[src/rtl/hazard_ctrl.sv]
// hazard_ctrl: hazard and sequencing controller for a 5-stage (IF/ID/EX/MEM/WB) core.
// Keeps a shadow copy of destination info for EX, MEM and WB. It produces the registered
// forwarding selects for EX, the stall/bubble/flush controls for load-use and RAW hazards and
// taken branches, and freezes the pipe on memory busy or HALT.
//
// Ports:
//   clk, rst            clock (rising edge), asynchronous active-low reset
//   id_*                decoded info for the instruction currently in ID
//   branch_cond         taken branch/jump resolved in EX
//   mem_busy            memory not ready; the whole pipe holds
//   forwardA/forwardB   registered ALU operand selects: 00 reg, 01 WB data, 10 EX/MEM ALU out
//   stall_fd            hold PC and IF/ID
//   bubble_ex           load a NOP into ID/EX
//   flush_fd            squash IF/ID
//   freeze              all pipeline registers hold
//   halted              core halted (cleared only by reset)
module hazard_ctrl #(
  parameter bit          FWD_EN = 1'b1,
  parameter int unsigned REG_W  = 3
) (
  input  logic             clk,
  input  logic             rst,
  input  logic             id_valid,
  input  logic [REG_W-1:0] id_rs,
  input  logic [REG_W-1:0] id_rt,
  input  logic             id_rs_used,
  input  logic             id_rt_used,
  input  logic             id_wr_en,
  input  logic [REG_W-1:0] id_wr_sel,
  input  logic             id_mem_rd,
  input  logic             id_halt,
  input  logic             branch_cond,
  input  logic             mem_busy,
  output logic [1:0]       forwardA,
  output logic [1:0]       forwardB,
  output logic             stall_fd,
  output logic             bubble_ex,
  output logic             flush_fd,
  output logic             freeze,
  output logic             halted
);

  typedef enum logic [1:0] {StRun, StMemWait, StHalt} state_e;

  typedef struct packed {
    logic             valid;
    logic             wr_en;
    logic [REG_W-1:0] wr_sel;
    logic             mem_rd;
    logic             halt;
  } shadow_t;

  state_e     state_q, state_d;
  shadow_t    ex_q, ex_d, mem_q, mem_d, wb_q, wb_d;
  logic [1:0] fwd_a_q, fwd_a_d, fwd_b_q, fwd_b_d;

  logic ex_hit_a, ex_hit_b, mem_hit_a, mem_hit_b;
  logic halt_hit, raw_stall;

  // Source/producer matches for the instruction in ID.
  always_comb begin
    ex_hit_a  = ex_q.valid  & ex_q.wr_en  & id_rs_used & (ex_q.wr_sel  == id_rs);
    ex_hit_b  = ex_q.valid  & ex_q.wr_en  & id_rt_used & (ex_q.wr_sel  == id_rt);
    mem_hit_a = mem_q.valid & mem_q.wr_en & id_rs_used & (mem_q.wr_sel == id_rs);
    mem_hit_b = mem_q.valid & mem_q.wr_en & id_rt_used & (mem_q.wr_sel == id_rt);
  end

  always_comb begin
    halt_hit = wb_q.valid & wb_q.halt;
    if (FWD_EN) begin
      // Only a load in EX cannot be forwarded in time.
      raw_stall = id_valid & ex_q.mem_rd & (ex_hit_a | ex_hit_b);
    end else begin
      raw_stall = id_valid & (ex_hit_a | ex_hit_b | mem_hit_a | mem_hit_b);
    end
  end

  // Combinational pipeline controls: freeze beats branch flush beats hazard stall.
  always_comb begin
    halted    = (state_q == StHalt) | halt_hit;
    freeze    = halted | mem_busy;
    stall_fd  = 1'b0;
    bubble_ex = 1'b0;
    flush_fd  = 1'b0;
    if (!freeze) begin
      if (branch_cond) begin
        // Squash both younger instructions; any pending stall is moot.
        flush_fd  = 1'b1;
        bubble_ex = 1'b1;
      end else if (raw_stall) begin
        stall_fd  = 1'b1;
        bubble_ex = 1'b1;
      end
    end
  end

  // Shadow pipe and forwarding selects advance together with the real pipe.
  always_comb begin
    ex_d    = ex_q;
    mem_d   = mem_q;
    wb_d    = wb_q;
    fwd_a_d = fwd_a_q;
    fwd_b_d = fwd_b_q;
    if (!freeze) begin
      wb_d    = mem_q;
      mem_d   = ex_q;
      ex_d    = '0;
      fwd_a_d = 2'b00;
      fwd_b_d = 2'b00;
      if (id_valid && !bubble_ex) begin
        ex_d.valid  = 1'b1;
        ex_d.wr_en  = id_wr_en;
        ex_d.wr_sel = id_wr_sel;
        ex_d.mem_rd = id_mem_rd;
        ex_d.halt   = id_halt;
        // WB producers are covered by the register-file write-before-read bypass.
        if (FWD_EN) begin
          if (ex_hit_a)       fwd_a_d = 2'b10;
          else if (mem_hit_a) fwd_a_d = 2'b01;
          if (ex_hit_b)       fwd_b_d = 2'b10;
          else if (mem_hit_b) fwd_b_d = 2'b01;
        end
      end
    end
  end

  always_comb begin
    state_d = state_q;
    case (state_q)
      StRun, StMemWait: begin
        if (halt_hit)      state_d = StHalt;
        else if (mem_busy) state_d = StMemWait;
        else               state_d = StRun;
      end
      StHalt:  state_d = StHalt;
      default: state_d = StRun;
    endcase
  end

  always_ff @(posedge clk or negedge rst) begin
    if (!rst) begin
      state_q <= StRun;
      ex_q    <= '0;
      mem_q   <= '0;
      wb_q    <= '0;
      fwd_a_q <= 2'b00;
      fwd_b_q <= 2'b00;
    end else begin
      state_q <= state_d;
      ex_q    <= ex_d;
      mem_q   <= mem_d;
      wb_q    <= wb_d;
      fwd_a_q <= fwd_a_d;
      fwd_b_q <= fwd_b_d;
    end
  end

  assign forwardA = fwd_a_q;
  assign forwardB = fwd_b_q;

endmodule
[config.mk]
export PLATFORM = sky130hd
export DESIGN_NAME = hazard_ctrl
export DESIGN_NICKNAME = d
export VERILOG_FILES = /design/src/rtl/hazard_ctrl.sv
export SDC_FILE = /design/constraint.sdc
export NUM_CORES = 1
export LEC_CHECK = 0
export ABC_AREA = 1
export BUFFER_PORTS_ARGS = -buffer_cell sky130_fd_sc_hd__buf_2
export CAP_MARGIN = 0
export CORE_MARGIN = 5
export CORE_UTILIZATION = 56
export CTS_CLUSTER_SIZE = 12
export DETAILED_ROUTE_END_ITERATION = 8
export GPL_ROUTABILITY_DRIVEN = 1
export HOLD_SLACK_MARGIN = 0.02
export PLACE_DENSITY_LB_ADDON = 0.2
export SLEW_MARGIN = 20
export SYNTH_ARGS = -nofsm -noshare
export SYNTH_HDL_FRONTEND = slang
export SYNTH_SLANG_ARGS = --single-unit
[constraint.sdc]
create_clock -name clk -period 2.9 [get_ports clk]
set_clock_uncertainty 0.05 [all_clocks]
set_input_delay 0.145 -clock clk [delete_from_list [all_inputs] [get_ports clk]]
set_output_delay 0.145 -clock clk [all_outputs]
set_load 0.1 [all_outputs]
==> impl_metrics.env, run 1 <==
export IMPL_startpoint_type="input port"
export IMPL_internal_power_uw=502
export IMPL_seq_area_frac_synth=0.450
export IMPL_worstPathMaxFanout=26
export IMPL_path_class="input port to output port"
export IMPL_ys_flop_type="dfrtp_1"
export IMPL_tightest_slew_ps=602
export IMPL_pwr_share_seq=0.473
export IMPL_slew_violations=0
export IMPL_placed_area_um2=1300
export IMPL_hold_viol_final=0
export IMPL_synth_most_common_cell="nand2_1"
export IMPL_netSwitchingFraction=0.428
export IMPL_synth_cell_types=16
export IMPL_leakage_uw=0.000834
export IMPL_drc=0
export IMPL_syn_cell_area_um2=1170
export IMPL_use_met2=0.258
export IMPL_hold_path_class="input port to register"
export IMPL_die_h_um=55.7
export IMPL_clkPwrFrac=0.156
export IMPL_fin_total_pwr_uw=879
export IMPL_setup_tns_ps=0
export IMPL_rows=16
export IMPL_pwr_share_comb=0.371
export IMPL_peakVddDrop_mv=0.474
export IMPL_power_density_nw_per_um2=652
export IMPL_cts_sinks=21
export IMPL_use_met1=0.221
export IMPL_clk_latency_ps=300
export IMPL_ys_ff_latch=21
export IMPL_synth_commonest_cells="81 x nand2_1, 23 x inv_1, 21 x dfrtp_1"
export IMPL_critical_path_buf_inv_count=3
export IMPL_fin_area_um2=1350
export IMPL_cts_resized=0
export IMPL_drive_above_1_share=0.184
export IMPL_portBuffers=27
export IMPL_num_fill_cells=169
export IMPL_worstPathArrival_ps=2080
export IMPL_critPathTopFamily="buffers and inverters"
export IMPL_run_status="finished, final reports clean"
export IMPL_post_drt_wl_per_cell_um=10.6
export IMPL_start_util=0.590
export IMPL_viasPerCell=4.90
export IMPL_detail_route_antenna_nets=0
export IMPL_cpMaxStageDelayCell="dlygate4sd3_1"
export IMPL_synth_edf_count=0
export IMPL_grtUsageMet3=0.0371
export IMPL_antenna_found_initial=0
export IMPL_layout_cells_non_filler=223
export IMPL_cts_tree="built"
export IMPL_rsz0062_at_grt="false"
export IMPL_synth_area_top_cells="dfrtp_1 45%, nand2_1 26%, inv_1 7.4%"
export IMPL_first_iter_violations=12
export IMPL_drv_cap=0
export IMPL_yosysWarnings=0
export IMPL_clock_path_buffers=2
export IMPL_ctsHoldBuffers=2
export IMPL_pin_count=28
export IMPL_grt_start_max_net_pins=27
export IMPL_synth_nets=187
export IMPL_synth_top_cell_area_share=0.450
export IMPL_grt_overflow=0
export IMPL_syn2layout_area_growth_pct=15.3
export IMPL_synthCells=168
export IMPL_grt_pass1_wl_um=4110
export IMPL_period_minus_slack_ps=2280
export IMPL_required_ps=2710
export IMPL_cts_root_buf="clkbuf_4"
export IMPL_max_stage_delay_ps=540
export IMPL_netlist_top_cell_by_area="dfrtp_1"
export IMPL_final_nets=216
export IMPL_grt_pass1_vias=1000
export IMPL_grt_usage=0.165
export IMPL_gp_congestion=0.832
export IMPL_dp_final_hpwl_um=1810
export IMPL_routed_wl_um=2370
export IMPL_core_area_um2=1980
export IMPL_htreeDepth=1
export IMPL_p_switching_uw=376
export IMPL_avgSynthCellArea_um2=6.96
export IMPL_dieArea_um2=3100
export IMPL_cpMostUsedCell="buf_2"
export IMPL_vias=1092
export IMPL_top_usage_layer="met2"
export IMPL_worstPathCellList="dlygate4sd3_1, buf_2, nand3b_4, nor3_2, nand2_2, nor2_1, buf_2"
export IMPL_dp_cells=217
export IMPL_crit_path_end_kind="output port"
export IMPL_hold_slack_ps=32.7
export IMPL_die_x_um=55.7
export IMPL_fmax_mhz=439
export IMPL_postCtsSetupBuffers=0
export IMPL_setup_violations=0
export IMPL_period_share=0.786
export IMPL_cts_buffers=3
export IMPL_timing_slew_headroom=0.597
export IMPL_antenna_cells=0
export IMPL_async_reset_ff_frac=1.00
export IMPL_first_pass_iters=7
export IMPL_path_clk_slew_ps=110
## layout by cell type, fill, tap and decap left out, drive strengths merged
master and n:
nand3 3, nand3b 1, o21ai 8, nor3 1, dfrtp 21, a21oi 2
inv 25, nand4 10, nor2 9, buf 27, nand2 83, clkbuf 4
dlygate4sd3 2
## cells by family (layout without fill, tap and decap cells)
group                  after synthesis  after routing  synth area share
and+or+nand+nor                    107            107             0.396
buffers and inverters               30             58             0.111
DFF                                 21             21             0.450
AOI/OAI and AO/OA                   10             10            0.0428
## area by class of cell
cell class / count / area, um2 / area share
clock buffers: 4 / 26.3 / 0.0195
repair buffers: 29 / 155 / 0.115
inverters: 25 / 93.8 / 0.0696
flip-flops and latches: 21 / 526 / 0.390
well taps: 27 / 33.8 / 0.0251
multi-input cells: 117 / 513 / 0.381
## sequential cells by signal, summed over array words and instances (netlist names)
name / cells
wb_q: 2
forwardA: 2
mem_q: 6
state_q: 2
ex_q: 7
forwardB: 2
## power by group through the flow
stage / logic, uW / clock network (uW) / registers (uW)
after global routing: 368 / 159 / 425
after global placement: 316 / 0 / 417
after floorplan: 266 / 0 / 411
after CTS: 330 / 142 / 416
after detailed placement: 326 / 0 / 422
final: 326 / 137 / 416
## routing by layer
layer | share of wire | vias up
li1 | - | 571
met1 | 0.47 | 480
met2 | 0.44 | 38
met3 | 0.085 | 3
met4 | 0.0089 | 0
met5 | 0 | -
## stage by stage
step	worst slack [ps]	util
final	621	0.680
after global routing	464	0.680
after CTS	610	0.680
after detailed placement	966	0.657
after global placement	1030	0.657
after floorplan	461	-
## worst paths after layout
path | depth (start not counted) | slack [ps] | from | to
worst min register to register | 1 | 390 | state_q[1]$_DFF_PN0_ | state_q[0]$_DFF_PN0_
worst max register to register | 5 | 1120 | wb_q[6]$_DFFE_PN0N_ | ex_q[3]$_DFFE_PN0N_
worst max-delay path | 7 | 620 | mem_busy | stall_fd
worst min-delay path | 3 | 30 | id_mem_rd | ex_q[1]$_DFFE_PN0N_
max in group asynchronous | 2 | 2240 | rst | mem_q[2]$_DFFE_PN0N_
min in group asynchronous | 2 | 250 | rst | ex_q[1]$_DFFE_PN0N_
## tightest hold or removal path: cells and delay by family
family	cells	cell delay (ps)
simple gates	2	130
buf+inv	1	80
Power figures use the tool's default switching activity.
==> inputs of run 2 (changes only) <==
Settings changed: CORE_UTILIZATION 56 to 47.
Clock period 2.9 ns to 1.9 ns, I/O delays scaled along.
==> run 2 against run 1 <==
First-iteration DRC count rose to 5.2 times the previous value. Die area rose by 16%. Total power rose by 60%. Setup slack got worse by 490 ps. Worst hold slack got worse by 2.7 ps. Register-to-register slack got worse by 730 ps. Via count rose by 2.9%. Sequential share of layout area fell by 4.2 points. Critical path type is now register to output port. Largest cell class is now multi-input combinational cells. Highest routed layer unchanged.
==> impl_metrics.env, run 2 (synthesis results as in run 1) <==
export IMPL_run_status="finished, final reports clean"
export IMPL_crit_path_end_kind="output port"
export IMPL_num_fill_cells=241
export IMPL_worstPathMaxFanout=9
export IMPL_worstReg2RegEnd="ex_q[2]$_DFFE_PN0N_"
export IMPL_clk_latency_ps=300
export IMPL_antenna_cells=0
export IMPL_path_class="register to output port"
export IMPL_core_area_um2=2430
export IMPL_start_util=0.480
export IMPL_cts_root_buf="clkbuf_4"
export IMPL_first_pass_iters=4
export IMPL_hold_viol_final=0
export IMPL_layout_common_cells="79 x nand2_1, 24 x buf_2, 23 x inv_1, 21 x dfrtp_1, 10 x nand4_1"
export IMPL_drive_above_1_share=0.218
export IMPL_setup_tns_ps=0
export IMPL_final_nets=226
export IMPL_portBuffers=27
export IMPL_top_register="ex_q"
export IMPL_first_iter_violations=62
export IMPL_crit_end="stall_fd"
export IMPL_power_density_nw_per_um2=932
export IMPL_startpoint="state_q[1]$_DFF_PN0_"
export IMPL_cts_buffers=3
export IMPL_grt_usage=0.161
export IMPL_fmax_mhz=565
export IMPL_ff2ff_setup_slack_ps=390
export IMPL_die_h_um=59.9
export IMPL_layout_commonest_cell="nand2_1"
export IMPL_peakVddDrop_mv=0.723
export IMPL_cts_sinks=21
export IMPL_grt_start_max_net_pins=22
export IMPL_fin_total_pwr_uw=1410
export IMPL_clock_path_buffers=2
export IMPL_required_ps=1750
export IMPL_path_clk_slew_ps=130
export IMPL_routed_wl_um=2680
export IMPL_largestRegisters="ex_q x7, mem_q x6"
export IMPL_syn2layout_area_growth_pct=29.3
export IMPL_worstPathArrival_ps=1630
export IMPL_antenna_found_initial=0
export IMPL_period_minus_slack_ps=1770
export IMPL_rsz0062_at_grt="false"
export IMPL_reg2reg_from="state_q[1]$_DFF_PN0_"
export IMPL_cts_tree="built"
export IMPL_ff2ff_path_depth=7
export IMPL_vias=1124
export IMPL_grt_pass1_vias=1087
export IMPL_multi_input_area_um2=537
export IMPL_dieArea_um2=3580
export IMPL_grt_overflow=0
export IMPL_hold_path_class="input port to register"
export IMPL_pin_count=28
export IMPL_die_x_um=59.9
export IMPL_tightest_slew_ps=487
export IMPL_period_share=0.932
export IMPL_detail_route_antenna_nets=0
export IMPL_slew_violations=0
export IMPL_leakage_uw=0.000905
export IMPL_startpoint_type="register"
export IMPL_dp_final_hpwl_um=1980
export IMPL_drv_cap=0
export IMPL_timing_slew_headroom=0.677
export IMPL_drc=0
export IMPL_seq_area_um2=526
export IMPL_grt_pass1_wl_um=4510
export IMPL_rows=18
export IMPL_largest_reg_flops=7
export IMPL_setup_violations=0
export IMPL_viasPerCell=4.76
export IMPL_htreeDepth=1
export IMPL_gp_congestion=0.770
export IMPL_post_drt_wl_per_cell_um=11.3
-- run 2: timing repair --
action | 4_1_cts | 5_1_grt
setup endpoints to repair | 0 | 2
resized for setup | 0 | 4
hold buffers | 7 | 0
hold endpoints to repair | 27 | 0
buffers inserted | 0 | 3
-- run 2: worst max-delay path: stages, from the launching register on --
cell	delay [ps]
dfrtp_1	420
nand2_1	150
nand3b_4	170
nor3_4	180
nand2_4	110
nor2_4	110
buf_12	180
-- run 2: worst min-delay path by stage --
| stage | startpoint | to | slack (ps) | depth (start not counted) |
|---|---|---|---|---|
| 2_1_floorplan | rst | ex_q[0]$_DFFE_PN0N_ | -250 | 0 |
| 4_1_cts | id_wr_sel[0] | ex_q[2]$_DFFE_PN0N_ | 30 | 3 |
| 5_1_grt | id_wr_sel[0] | ex_q[2]$_DFFE_PN0N_ | 50 | 3 |
| 3_5_place_dp | rst | ex_q[0]$_DFFE_PN0N_ | 30 | 1 |
| 3_3_place_gp | rst | ex_q[0]$_DFFE_PN0N_ | 30 | 1 |
| 6_report | id_wr_sel[0] | ex_q[2]$_DFFE_PN0N_ | 30 | 3 |
-- run 2: metrics by stage --
step | setup WS [ps] | hold WS [ps] | cells | util | area (um2)
after floorplan | 119 | -251 | 168 | - | 1180
after global placement | 392 | 25.4 | 222 | 0.564 | 1370
final | 129 | 29.9 | 236 | 0.621 | 1510
after detailed placement | 373 | 26.1 | 222 | 0.564 | 1370
after global routing | 7.03 | 45.9 | 236 | 0.621 | 1510
after CTS | 13.2 | 27.3 | 233 | 0.605 | 1470
-- run 2: final cells by class --
cell class	count	share of cell area
clock buffers	3	0.0149
flip-flops and latches	21	0.348
multi-input cells	117	0.355
repair buffers	39	0.190
inverters	25	0.0621
clock inverters	1	0.00497
well taps	30	0.0248
-- run 2: metal layers --
metal  track usage  up-vias  wire length (um)
li1              -      588                 -
met1         0.236      507              1320
met2         0.247       27              1190
met3        0.0302        2               155
met4        0.0348        0                19
met5             0        -                 0
-- run 2: report_power, final --
part           internal (uW)  total, uW  switching, uW
Sequential               555        633           78.3
Combinational            168        556            388
Clock                   80.0        221            141
Total                    803       1410            607
